`src/rtl/timer_countdown.sv`:
```
// Three-digit M:SS countdown timer: shift-loads keyed BCD digits, counts down at 1 Hz
// while enabled, flags zero time and pulses done when a countdown reaches 0:00.
module timer_countdown #(
    parameter int unsigned SEC_TENS_WRAP = 5,
    parameter int unsigned SEC_ONES_WRAP = 9
) (
    input  logic       clock,
    input  logic       clear,
    input  logic [3:0] BCD,
    input  logic       loadn,
    input  logic       pgt_1Hz,
    input  logic       en,
    output logic [3:0] mins,
    output logic [3:0] sec_tens,
    output logic [3:0] sec_ones,
    output logic       zero,
    output logic       done
);

    localparam int unsigned DW = 4;
    localparam logic [DW-1:0] TENS_WRAP = DW'(SEC_TENS_WRAP);
    localparam logic [DW-1:0] ONES_WRAP = DW'(SEC_ONES_WRAP);
    localparam logic [DW-1:0] MAX_DIGIT = DW'(9);

    typedef enum logic [1:0] {
        ST_ENTRY = 2'd0,
        ST_RUN   = 2'd1,
        ST_DONE  = 2'd2
    } state_t;

    state_t        r_state;
    logic [DW-1:0] r_mins;
    logic [DW-1:0] r_sec_tens;
    logic [DW-1:0] r_sec_ones;
    logic          r_zero;
    logic          r_done;
    logic          r_loadn_d;
    logic          r_tick_d;

    state_t        w_state_nxt;
    logic [DW-1:0] w_mins_nxt;
    logic [DW-1:0] w_tens_nxt;
    logic [DW-1:0] w_ones_nxt;
    logic          w_done_nxt;
    logic          w_zero_nxt;
    logic          w_load_ev;
    logic          w_tick_ev;
    logic          w_digit_ok;
    logic [DW-1:0] w_dec_mins;
    logic [DW-1:0] w_dec_tens;
    logic [DW-1:0] w_dec_ones;
    logic          w_dec_zero;

    assign w_load_ev  = r_loadn_d & ~loadn;
    assign w_tick_ev  = ~r_tick_d & pgt_1Hz;
    assign w_digit_ok = (BCD <= MAX_DIGIT);

    // One BCD decrement with cascaded borrows, ones -> tens -> mins.
    always_comb begin
        w_dec_mins = r_mins;
        w_dec_tens = r_sec_tens;
        w_dec_ones = r_sec_ones;
        if (r_sec_ones != '0) begin
            w_dec_ones = r_sec_ones - DW'(1);
        end else begin
            w_dec_ones = ONES_WRAP;
            if (r_sec_tens != '0) begin
                w_dec_tens = r_sec_tens - DW'(1);
            end else begin
                w_dec_tens = TENS_WRAP;
                w_dec_mins = r_mins - DW'(1);
            end
        end
        w_dec_zero = ((w_dec_mins | w_dec_tens | w_dec_ones) == '0);
    end

    // Next-state and next-digit logic.
    always_comb begin
        w_state_nxt = r_state;
        w_mins_nxt  = r_mins;
        w_tens_nxt  = r_sec_tens;
        w_ones_nxt  = r_sec_ones;
        w_done_nxt  = 1'b0;
        unique case (r_state)
            ST_ENTRY: begin
                if (w_load_ev && w_digit_ok) begin
                    w_mins_nxt = r_sec_tens;
                    w_tens_nxt = r_sec_ones;
                    w_ones_nxt = BCD;
                end
                if (en && !r_zero) begin
                    w_state_nxt = ST_RUN;
                end
            end
            ST_RUN: begin
                if (!en) begin
                    w_state_nxt = ST_ENTRY;
                end else if (w_tick_ev && !r_zero) begin
                    // A tick on an already-empty timer must never wrap to 9:59.
                    w_mins_nxt = w_dec_mins;
                    w_tens_nxt = w_dec_tens;
                    w_ones_nxt = w_dec_ones;
                    if (w_dec_zero) begin
                        w_state_nxt = ST_DONE;
                        w_done_nxt  = 1'b1;
                    end
                end
            end
            ST_DONE: begin
                if (!en) begin
                    w_state_nxt = ST_ENTRY;
                end
            end
            default: begin
                w_state_nxt = ST_ENTRY;
            end
        endcase
        w_zero_nxt = ((w_mins_nxt | w_tens_nxt | w_ones_nxt) == '0);
    end

    always_ff @(posedge clock) begin
        if (clear) begin
            r_state    <= ST_ENTRY;
            r_mins     <= '0;
            r_sec_tens <= '0;
            r_sec_ones <= '0;
            r_zero     <= 1'b1;
            r_done     <= 1'b0;
            r_loadn_d  <= 1'b1;
            r_tick_d   <= 1'b0;
        end else begin
            r_state    <= w_state_nxt;
            r_mins     <= w_mins_nxt;
            r_sec_tens <= w_tens_nxt;
            r_sec_ones <= w_ones_nxt;
            r_zero     <= w_zero_nxt;
            r_done     <= w_done_nxt;
            r_loadn_d  <= loadn;
            r_tick_d   <= pgt_1Hz;
        end
    end

    assign mins     = r_mins;
    assign sec_tens = r_sec_tens;
    assign sec_ones = r_sec_ones;
    assign zero     = r_zero;
    assign done     = r_done;

endmodule

```
`config.mk`:
```
export PLATFORM = sky130hd
export DESIGN_NAME = timer_countdown
export DESIGN_NICKNAME = d
export VERILOG_FILES = /design/src/rtl/timer_countdown.sv
export SDC_FILE = /design/constraint.sdc
export NUM_CORES = 1
export LEC_CHECK = 0
export BUFFER_PORTS_ARGS = -buffer_cell sky130_fd_sc_hd__buf_2
export CAP_MARGIN = 20
export CORE_UTILIZATION = 45
export CTS_CLUSTER_SIZE = 8
export DETAILED_ROUTE_END_ITERATION = 10
export GPL_ROUTABILITY_DRIVEN = 1
export GPL_TIMING_DRIVEN = 0
export PLACE_DENSITY = 0.68
export SLEW_MARGIN = 5
export SYNTH_ARGS = -nofsm -noshare
export SYNTH_HDL_FRONTEND = slang
export SYNTH_SLANG_ARGS = --single-unit
```
`constraint.sdc`:
```
create_clock -name clock -period 3.5 [get_ports clock]
set_clock_uncertainty 0.1 [all_clocks]
set_input_delay 0.175 -clock clock [delete_from_list [all_inputs] [get_ports clock]]
set_output_delay 0.175 -clock clock [all_outputs]
set_load 0.01 [all_outputs]
```
## Word level (Yosys, flattened, before mapping)

Cells that the tools add are included.

- Bitwise operators: 11
- $lt $le $gt $ge: 1
- $add $sub $neg: 3
- Mux-type cells: 24
- Reduce and logical (&&, ||, !) cells: 11
- Equal/unequal tests: 6

Operators by type and width:

| operator | number |
|---|---|
| 2-to-1 mux 4 bit | 14 |
| one-hot mux 4 bit (2 select lines) | 3 |
| bitwise OR 4 bit | 4 |
| subtractor 4 x 1 -> 4 bit, second input constant | 3 |
| 2-to-1 mux 2 bit | 5 |
| logical NOT 4 bit | 2 |
| nonzero test 4 bit | 2 |
| inequality test 3 bit, second input constant | 2 |
| one-hot mux 2 bit (3 select lines) | 1 |
| inverter 1 bit | 5 |
| <= comparator 4 bit, second input constant | 1 |
| inequality test 2 bit, second input constant | 2 |
| AND reduction 4 bit | 1 |
| OR reduction 4 bit | 1 |
| logical AND 1 bit | 3 |
| bitwise AND 1 bit | 2 |
| == test 2 x 1 -> 1 bit, second input constant | 1 |
| == test 2 bit, second input constant | 1 |
| logical NOT 2 bit | 1 |
| logical NOT 1 bit | 1 |
| 2-to-1 mux 1 bit | 1 |

- Bits in registers: 18
- Input bits: 9
- Logic and storage cells: 64

## Depth between registers and ports, before layout

Gate-level depths: netlist of the first run.

- Word-level depth: 10
- Gate-level depth with buffers: 8

## Least setup slack after synthesis of the first run

OpenSTA, ideal clock, no wires.

- Path kind: register to register
- Start: register r_sec_ones[0], in the netlist sec_ones[0]
- End: register r_zero, in the netlist zero
- Cell stages (with the launch flop): 9
- Path buffers: 0
- Clock period less this slack: 2.242 ns
- Library setup time: 0.096 ns
- Arrival: 2.046 ns
- Slack: 1.258 ns
- Cells stage by stage: dfxtp_1 inv_1 ha_1 nor4b_4 and2_4 a311o_2 o311ai_4 nand3_2 o41ai_2

- Word-level cells in the longest chain between the ends: 8

Ends and longest elaborated chain:

| element | RTL line | text |
|---|---|---|
| from (decl) | 34 | `logic [DW-1:0] r_sec_ones;` |
| from (signal assigned) | 135 | `r_sec_ones <= w_ones_nxt;` |
| branches (longest 6 deep; another with subtractor 4 x 1 -> 4 bit) | -- |  |
| bitwise OR 4 bit * | 118 | `w_zero_nxt = ((w_mins_nxt \| w_tens_nxt \| w_ones_nxt) == '0);` |
| logical NOT 4 bit * | 118 |  |
| to (signal assigned) | 136 | `r_zero <= w_zero_nxt;` |
| to (decl) | 35 | `logic r_zero;` |

Mark *: on every way between the ends.
A chain may end at the register's enable or synchronous reset.

## Final worst setup path of the first run

Same ends and word-level chain as after synthesis.

==> run_results.csv, run 1 <==
group,metric,value,unit
drt,wl,3400,um
synthesis,synth.area.top_cells,"dfxtp_1, nor2_1, a211oi_1",
final_layout,seqCellArea,360,um^2
synthesis,synth_flop_cell,"dfxtp_1",
placement,gp_congestion,0.938,
final_layout,fin_cells,207,
synthesis,synthCells,149,
placement,place.port_buffers,22,
power,p_per_area,345,mW/mm^2
grt,grt_max_degree,11,
drt,vias,1295,
clock_tree,cts_tree,"yes",
final_layout,fillers,244,
setup_path,worst_setup_path_end_kind,"flop",
synthesis,avgSynthCellArea,8.45,um^2
status,outcome,"finished clean",
grt,gr-total-overflow,0,
grt,antenna_found_initial,0,
power,leakagePower,0.600,nW
synthesis,synth_seq_area_share,0.286,
synthesis,syn_area,0.00126,mm^2
clock_tree,cts_hold_buf,2,
final_layout,diodes,0,
synthesis,synth_common_cells,"nor2_1, dfxtp_1, nand2_1, inv_1",
timing,whs,0.0275,ns
drt,drc,0,
clock_tree,clock_latency,0.32,ns
setup_path,crit_fanout,7,
power,ir_drop,0.218,mV
clock_tree,clk_pin_slew,0.12,ns
synthesis,synth_edf_count,0,
setup_path,critPathLaunchType,"flop",
floorplanning,core-area,0.00257,mm^2
drt,drt-wirelength-per-cell,16.4,um
synthesis,async_reset_ff_frac,0,
clock_tree,numCtsBuffers,3,
floorplanning,io_pins,23,
synthesis,yosys.area.top_type,"dfxtp_1",
drt,ant_nets,0,
final_layout,layout.nets,189,
floorplanning,start_util,0.490,
clock_tree,ctsResizeCount,0,
floorplanning,rows,18,
timing,fin_crit_sh,0.759,
synthesis,post-synth-top-count-cell,"nor2_1",
synthesis,synthesis.nets,160,
grt,grt.total_usage,0.245,
clock_tree,cts_buffer_depth,2,
final_layout,layout-drive-gt1-share,0.249,
setup_path,critPathRequiredTime,3.60,ns
placement,dp.cells,201,
synthesis,synth_seq_cells,18,
hold_path,holdPathStages,2,
run,maxCapViolCount,0,
setup_path,path_cells,"inv_1 > ha_1 > nor4b_4 > and2_4 > a211oi_1 > nor3_1 > nand4_1 > o41ai_2",
floorplanning,die_w,54.9,um
setup_path,reg2reg_depth,8,
drt,via_per_inst,6.26,
placement,dpl.hpwl,2480,um
timing,fmax,0.376,GHz
clock_tree,root_buffer,"clkbuf_4",
floorplanning,fp.dieH,54.9,um
synthesis,yosys.area.top_type_share,0.286,
floorplanning,die_area,0.00301,mm^2
setup_path,slowest_delay,0.43,ns
setup_path,crit_type,"flop to flop",
timing,drv_slew,0,
timing,grt_setup_unrepaired,"false",
clock_tree,post_cts_buffers,0,
drt,firstDrtPassIters,6,
timing,hold_viol,0,
clock_tree,htree_levels,1,
setup_path,arrival,2.76,ns
final_layout,multiInputGateArea,845,um^2
synthesis,ys_types,54,
timing,worst_slew_pin_slew,0.760,ns
timing,layout_min_cycle_time,2.66,ns
timing,setup_viol,0,
final_layout,syn_to_final_growth,16.2,%
hold_path,hp-class,"primary input to flop",
grt,grt_pass1_wl,5070,um
clock_tree,cts_sinks,18,
setup_path,slowest_stage,"nor4b_4",
drt,drt_iter0_drc,48,
grt,grt_pass1_vias,1089,
timing,maxSlewHeadroom,0.489,
synthesis,yosys_warnings,0,
timing,tns,0,ns
-- layer usage --
metal  vias up  part of all wire  track usage
met5         -                 0            0
li1        620                 -            -
met1       607              0.46        0.323
met2        62              0.46        0.382
met4         0             0.014       0.0812
met3         6             0.067       0.0639
-- final timing paths --
check / slack, ns / endpoint / from
worst max-delay path: 0.84 / zero$_SDFF_PP1_ / sec_ones[0]$_SDFF_PP0_
worst min-delay path: 0.03 / r_tick_d$_SDFF_PP0_ / clear
worst max register to register: 0.84 / zero$_SDFF_PP1_ / sec_ones[0]$_SDFF_PP0_
worst min register to register: 0.51 / sec_tens[0]$_SDFF_PP0_ / sec_ones[0]$_SDFF_PP0_
-- power by group --
group | switching, W | total [W] | internal (W)
clock | 0.0000721 | 0.000136 | 0.0000636
sequential | 0.0000128 | 0.000228 | 0.000215
combinational | 0.0000811 | 0.000141 | 0.0000603
-- sequential cells by signal, indices dropped and copies added (netlist names) --
signal,cells
done,1
mins,4
r_loadn_d,1
r_state,2
r_tick_d,1
sec_ones,4
sec_tens,4
zero,1
-- cell type report --
type                            instances  area share
Tap cell                               30      0.0257
Buffer                                  4      0.0163
Multi-Input combinational cell        119       0.577
Clock buffer                            4      0.0248
Timing Repair Buffer                   24      0.0890
Inverter                                8      0.0205
Sequential cell                        18       0.246
-- critical path: cells and delay by family, from the launching register on --
family          cells  cell delay (ns)
flops               1             0.39
fa+ha+maj           1             0.31
simple gates        4             1.24
compound gates      2             0.34
buf+inv             1             0.17
-- logic make-up (layout without fill, tap and decap cells) --
logic type               after synthesis  after routing  synth area share
XOR/XNOR                               1              1           0.00696
buffers and inverters                 12             40            0.0427
multiplexers                           2              2            0.0159
AO/OA/AOI/OAI                         33             33             0.219
adder cells (fa/ha/maj)                2              2            0.0199
AND/OR/NAND/NOR                       81             81             0.410
flip-flops                            18             18             0.286
-- layout by cell type, fill, tap and decap left out, types with 2 or more instances in the layout --
cell type / count
buf_2: 23
nor2_1: 20
dfxtp_1: 18
nand2_1: 10
inv_1: 8
a211oi_1: 7
nor3_1: 7
nor2b_1: 6
o21ai_0: 5
nand3_1: 4
nand2b_1: 4
nand4_1: 4
nor4b_1: 3
o311a_1: 3
or3_1: 3
clkbuf_4: 3
clkbuf_1: 2
mux2i_1: 2
o22ai_1: 2
and4_1: 2
nor4_1: 2
a21oi_1: 2
ha_1: 2
dlygate4sd3_1: 2
-- per-stage QoR --
step / worst slack [ns] / power, W / util / cell area (um^2)
2_1_floorplan: 1.26 / 0.000331 / - / 1260
3_3_place_gp: 0.974 / 0.000366 / 0.548 / 1410
3_5_place_dp: 0.957 / 0.000369 / 0.548 / 1410
4_1_cts: 0.911 / 0.000502 / 0.570 / 1460
5_1_grt: 0.724 / 0.000525 / 0.570 / 1460
6_report: 0.842 / 0.000505 / 0.570 / 1460
Note: power is estimated with default switching activity, not from simulation.
==> run 2, diff against run 1 <==
--- a/config.mk
+++ b/config.mk
@@ -5,6 +5,7 @@
 export SDC_FILE = /design/constraint.sdc
 export NUM_CORES = 1
 export LEC_CHECK = 0
+export ABC_AREA = 1
 export BUFFER_PORTS_ARGS = -buffer_cell sky130_fd_sc_hd__buf_2
 export CAP_MARGIN = 20
 export CORE_UTILIZATION = 45
@@ -12,7 +13,7 @@
 export DETAILED_ROUTE_END_ITERATION = 10
 export GPL_ROUTABILITY_DRIVEN = 1
 export GPL_TIMING_DRIVEN = 0
-export PLACE_DENSITY = 0.68
+export PLACE_DENSITY = 0.67
 export SLEW_MARGIN = 5
 export SYNTH_ARGS = -nofsm -noshare
 export SYNTH_HDL_FRONTEND = slang
==> constraint.sdc (replaced) <==
create_clock -name clock -period 2.55 [get_ports clock]
set_clock_uncertainty 0.1 [all_clocks]
set_input_delay 0.1275 -clock clock [delete_from_list [all_inputs] [get_ports clock]]
set_output_delay 0.1275 -clock clock [all_outputs]
set_load 0.01 [all_outputs]
==> run_results.csv, run 2 <==
group,metric,value,unit
status,outcome,"finished clean",
drt,ant_nets,0,
setup_path,slowest_delay,0.36,ns
synthesis,synth_flop_cell,"dfxtp_1",
setup_path,regToRegStartpoint,"sec_ones[0]$_SDFF_PP0_",
clock_tree,ctsResizeCount,0,
placement,place.port_buffers,22,
power,leakagePower,0.896,nW
setup_path,crit_fanout,6,
clock_tree,cts_sinks,18,
placement,pre_cts_ws,0.565,ns
clock_tree,htree_levels,1,
floorplanning,io_pins,23,
timing,tns,0,ns
setup_path,cpLargestDelayFamily,"simple AND/OR/NAND/NOR gates",
placement,dpl.hpwl,3310,um
synthesis,async_reset_ff_frac,0,
grt,grt_pass1_vias,1484,
setup_path,path_cells,"inv_1 > ha_1 > nand2_2 > nor2_4 > nand2_2 > nand2_2 > nand2_1 > nand2_1 > nand3_2 > nor2_1 > nand2_1 > nor2_1 > nand2_1 > nand2_1",
drt,via_per_inst,5.18,
setup_path,critPathLaunchType,"flop",
grt,grt_max_degree,11,
power,total_power,0.000885,W
final_layout,syn_to_final_growth,15.5,%
timing,worst_slew_pin_slew,0.330,ns
synthesis,yosys.area.top_type_share,0.241,
synthesis,yosys.area.top_type,"dfxtp_1",
placement,dp.cells,315,
power,ir_drop,0.349,mV
final_layout,final_cell_mix,"nand2_1, nand3_1, nor2_1",
setup_path,worst-path-buf-inv,1,
final_layout,fin_area,0.00173,mm^2
clock_tree,clock_latency,0.31,ns
power,power_frac_clock,0.214,
synthesis,yosys_warnings,0,
drt,drt_iter0_drc,114,
synthesis,post-synth-top-count-cell,"nand2_1",
timing,fmax,0.489,GHz
timing,fin_crit_sh,0.803,
timing,drv_slew,0,
synthesis,synth_common_cells,"nand2_1, nand3_1, nor2_1, inv_1, dfxtp_1",
run,maxCapViolCount,0,
floorplanning,die_w,59.6,um
grt,grt_pass1_wl,6980,um
power,seq_power_share,0.375,
synthesis,synth.area.top_cells,"dfxtp_1, nand2_1, nand3_1",
timing,grt_setup_unrepaired,"false",
floorplanning,die_area,0.00355,mm^2
timing,maxSlewHeadroom,0.780,
clock_tree,root_buffer,"clkbuf_4",
clock_tree,cts_buffer_depth,2,
drt,vias,1668,
floorplanning,rows,20,
setup_path,worst_setup_path_end_kind,"flop",
timing,fin_ws,0.503,ns
setup_path,crit_start,"sec_ones[0]$_SDFF_PP0_",
final_layout,diodes,0,
final_layout,layout_commonest_cell,"nand2_1",
drt,drc,0,
hold_path,hp-class,"primary input to flop",
final_layout,fin_cells,322,
final_layout,fillers,358,
placement,dpl_cell_area,0.00166,mm^2
power,p_int,0.000517,W
synthesis,synth_seq_area_share,0.241,
synthesis,avgSynthCellArea,6.00,um^2
setup_path,arrival,2.20,ns
synthesis,syn_area,0.00149,mm^2
drt,firstDrtPassIters,4,
drt,drt-wirelength-per-cell,13.3,um
power,p_comb_frac,0.411,
timing,layout_min_cycle_time,2.05,ns
floorplanning,fp.dieH,59.6,um
clock_tree,numCtsBuffers,3,
grt,grt.total_usage,0.270,
setup_path,slowest_stage,"dfxtp_1",
floorplanning,core-area,0.00310,mm^2
synthesis,synthCells,249,
timing,hold_viol,0,
grt,gr-total-overflow,0,
power,p_sw_frac,0.417,
timing,setup_viol,0,
placement,gp_congestion,0.959,
synthesis,ys_types,24,
setup_path,crit_type,"flop to flop",
synthesis,synth_edf_count,0,
power,p_per_area,513,mW/mm^2
hold_path,hp-start,"BCD[2]",
clock_tree,cts_tree,"yes",
floorplanning,start_util,0.481,
synthesis,synthesis.nets,260,
drt,wl,4270,um
clock_tree,clk_pin_slew,0.12,ns
final_layout,layout.nets,290,
synthesis,synth_seq_cells,18,
grt,antenna_found_initial,0,
setup_path,critPathRequiredTime,2.70,ns
setup_path,crit_top_cell,"nand2_1",
power,power.switching,0.000369,W
final_layout,layout-drive-gt1-share,0.223,
[run 2: area by class of cell]
class                      instances  area [um^2]  area share
clock buffer                       4         36.3      0.0210
multi-input combinational        195          975       0.565
timing repair buffer              25          140      0.0812
inverter                          32          120      0.0696
sequential                        18          360       0.209
buffer                             4         38.8      0.0225
tap                               44         55.1      0.0319
[run 2: timing repair]
item | 4_1_cts | 5_1_grt
buffers inserted | 0 | 0
hold buffers | 3 | 0
endpoints found under the hold margin | 5 | 0
[run 2: final timing paths]
| path | to | slack, ns | depth (start not counted) |
|---|---|---|---|
| worst max-delay path | zero$_SDFF_PP1_ | 0.50 | 14 |
| worst min-delay path | sec_ones[2]$_SDFF_PP0_ | 0.16 | 5 |
| worst max register to register | zero$_SDFF_PP1_ | 0.50 | 14 |
| worst min register to register | mins[0]$_SDFF_PP0_ | 0.55 | 4 |
[run 2: cells by family after synthesis]
logic type	share of synthesized area
buffers and inverters	0.106
DFF	0.241
AOI/OAI and AO/OA	0.0879
and+or+nand+nor	0.548
adders and majority gates	0.0167
[run 2: worst register-to-register path, stage by stage (launching register included)]
cell and delay (ns):
dfxtp_1 0.36, inv_1 0.17, ha_1 0.30, nand2_2 0.11, nor2_4 0.20, nand2_2 0.09
nand2_2 0.08, nand2_1 0.05, nand2_1 0.07, nand3_2 0.06, nor2_1 0.10, nand2_1 0.05
nor2_1 0.13, nand2_1 0.07, nand2_1 0.06
[run 2: metal layers]
metal  track usage  vias to the layer above  routed length, um
met3        0.0415                        5                187
met2         0.429                       39               1910
met4        0.0831                        0                 45
met5             0                        -                  0
met1         0.374                      764               2130
li1              -                      860                  -
[run 2: power groups by stage]
stage | Sequential [W] | Clock [W] | Combinational (W)
final | 0.000332 | 0.000190 | 0.000364
after global routing | 0.000336 | 0.000207 | 0.000410
after CTS | 0.000332 | 0.000197 | 0.000361
after floorplan | 0.000340 | 0 | 0.000260
after global placement | 0.000337 | 0 | 0.000355
after detailed placement | 0.000338 | 0 | 0.000356
[run 2: per-stage QoR]
stage               hold slack, ns   util
finish                       0.162  0.556
global route                 0.184  0.556
CTS                          0.156  0.556
detailed placement           0.274  0.535
global placement             0.267  0.535
floorplan                   0.0966      -
==> run 3, diff against run 2 <==
==> constraint.sdc (replaced) <==
create_clock -name clock -period 2.1 [get_ports clock]
set_clock_uncertainty 0.1 [all_clocks]
set_input_delay 0.105 -clock clock [delete_from_list [all_inputs] [get_ports clock]]
set_output_delay 0.105 -clock clock [all_outputs]
set_load 0.01 [all_outputs]
==> run_results.csv, run 3 (synthesis results as in run 2) <==
group,metric,value,unit
clock_tree,numCtsBuffers,3,
final_layout,layout.nets,290,
setup_path,reg2reg_slack,0.23,ns
floorplanning,die_w,59.6,um
grt,grt.total_usage,0.270,
power,power_frac_clock,0.212,
floorplanning,fp.dieH,59.6,um
drt,drc,0,
drt,via_per_inst,5.18,
floorplanning,core-area,0.00310,mm^2
setup_path,regToRegStartpoint,"sec_ones[0]$_SDFF_PP0_",
final_layout,final_cell_mix,"nand2_1, nand3_1, nor2_1",
timing,setup_viol,0,
setup_path,critPathRequiredTime,2.25,ns
final_layout,layout-drive-gt1-share,0.230,
drt,drt_iter0_drc,129,
floorplanning,die_area,0.00355,mm^2
drt,vias,1669,
setup_path,crit_type,"flop to flop",
hold_path,holdPathStages,5,
clock_tree,root_buffer,"clkbuf_4",
final_layout,fin_cells,322,
clock_tree,cts_sinks,18,
floorplanning,io_pins,23,
clock_tree,htree_levels,1,
hold_path,hp-start,"BCD[0]",
timing,fin_crit_sh,0.892,
setup_path,critPathLaunchType,"flop",
placement,gp_congestion,0.959,
timing,layout_min_cycle_time,1.87,ns
timing,maxSlewHeadroom,0.777,
drt,wl,4230,um
grt,gr-total-overflow,0,
power,power.switching,0.000446,W
final_layout,diodes,0,
power,ir_drop,0.432,mV
setup_path,reg2reg_depth,14,
timing,worst_slew_pin_slew,0.334,ns
run,maxCapViolCount,0,
power,p_sw_frac,0.413,
floorplanning,start_util,0.481,
setup_path,crit_start,"sec_ones[0]$_SDFF_PP0_",
timing,tns,0,ns
timing,drv_slew,0,
power,seq_power_share,0.374,
setup_path,crit_fanout,6,
drt,firstDrtPassIters,4,
final_layout,syn_to_final_growth,16.3,%
hold_path,whs_endpoint,"sec_ones[0]$_SDFF_PP0_",
timing,hold_viol,0,
drt,ant_nets,0,
grt,grt_pass1_vias,1484,
final_layout,layout_commonest_cell,"nand2_1",
hold_path,hp-class,"primary input to flop",
clock_tree,clk_pin_slew,0.12,ns
grt,grt_max_degree,11,
clock_tree,post_cts_buffers,0,
placement,dp.cells,315,
power,p_int,0.000632,W
clock_tree,cts_tree,"yes",
power,leakagePower,0.897,nW
floorplanning,rows,20,
placement,place.port_buffers,22,
grt,grt_pass1_wl,6980,um
grt,antenna_found_initial,0,
timing,fmax,0.534,GHz
setup_path,worst_setup_path_end_kind,"flop",
power,p_per_area,620,mW/mm^2
clock_tree,cts_buffer_depth,2,
placement,dpl.hpwl,3310,um
clock_tree,clock_latency,0.30,ns
setup_path,regToRegEndpoint,"zero$_SDFF_PP1_",
setup_path,arrival,2.03,ns
power,p_comb_frac,0.414,
drt,drt-wirelength-per-cell,13.1,um
status,outcome,"finished clean",
timing,grt_setup_unrepaired,"false",
==> run 3: critical path, cell delays in order, from the launching register on <==
cell and delay (ns):
dfxtp_1 0.37, inv_2 0.13, ha_4 0.18, nand2_2 0.08
nor2_4 0.21, nand2_2 0.09, nand2_2 0.06, nand3_1 0.07
nand2_1 0.08, nand2_1 0.06, nor2_1 0.08, nand2_1 0.05
nor2_1 0.13, nand2_1 0.07, nand2_1 0.06
==> run 3: power groups by stage <==
stage	Clock (W)	Combinational, W	Sequential (W)
detailed placement	0	0.000432	0.000411
CTS	0.000239	0.000438	0.000403
global placement	0	0.000430	0.000410
global route	0.000251	0.000505	0.000408
floorplan	0	0.000316	0.000413
finish	0.000229	0.000446	0.000403
==> run 3: cell type report <==
type                       instances  area, um^2
clock buffer                       4        36.3
fill                             355        1370
inverter                          32         120
multi-input combinational        195         987
tap                               44        55.1
timing repair buffer              25         140
buffer                             4        38.8
sequential                        18         360
==> run 3: per-layer routing <==
| metal | wire (um) | global-route usage | vias to the layer above | share of wire |
|---|---|---|---|---|
| li1 | - | - | 860 | - |
| met1 | 2070 | 0.374 | 760 | 0.49 |
| met2 | 1900 | 0.429 | 44 | 0.45 |
| met3 | 227 | 0.0415 | 5 | 0.054 |
| met4 | 40 | 0.0831 | 0 | 0.0094 |
| met5 | 0 | 0 | - | 0 |
==> run 3: worst max path at each step <==
stage / endpoint / slack (ns) / cells after the start
6_report: zero$_SDFF_PP1_ / 0.23 / 14
5_1_grt: zero$_SDFF_PP1_ / 0.002 / 14
4_1_cts: zero$_SDFF_PP1_ / 0.09 / 14
3_5_place_dp: zero$_SDFF_PP1_ / 0.11 / 14
3_3_place_gp: zero$_SDFF_PP1_ / 0.14 / 14
2_1_floorplan: r_state[0]$_SDFFE_PP0P_ / 0.36 / 11
==> run 3: repair_timing <==
action / 4_1_cts / 5_1_grt
setup endpoints to repair: 0 / 4
gates resized for setup: 0 / 3
hold endpoints to repair: 5 / 0
hold buffers: 3 / 0
==> run 3: per-stage QoR <==
step                 util  instance area [um^2]  total power, W  hold WS, ns  worst slack (ns)
CTS                 0.556                  1730         0.00108        0.133            0.0882
global route        0.560                  1740         0.00116        0.162           0.00156
floorplan               -                  1490        0.000729       0.0741             0.360
finish              0.560                  1740         0.00108        0.135             0.226
detailed placement  0.535                  1660        0.000843        0.252             0.115
global placement    0.535                  1660        0.000840        0.244             0.138
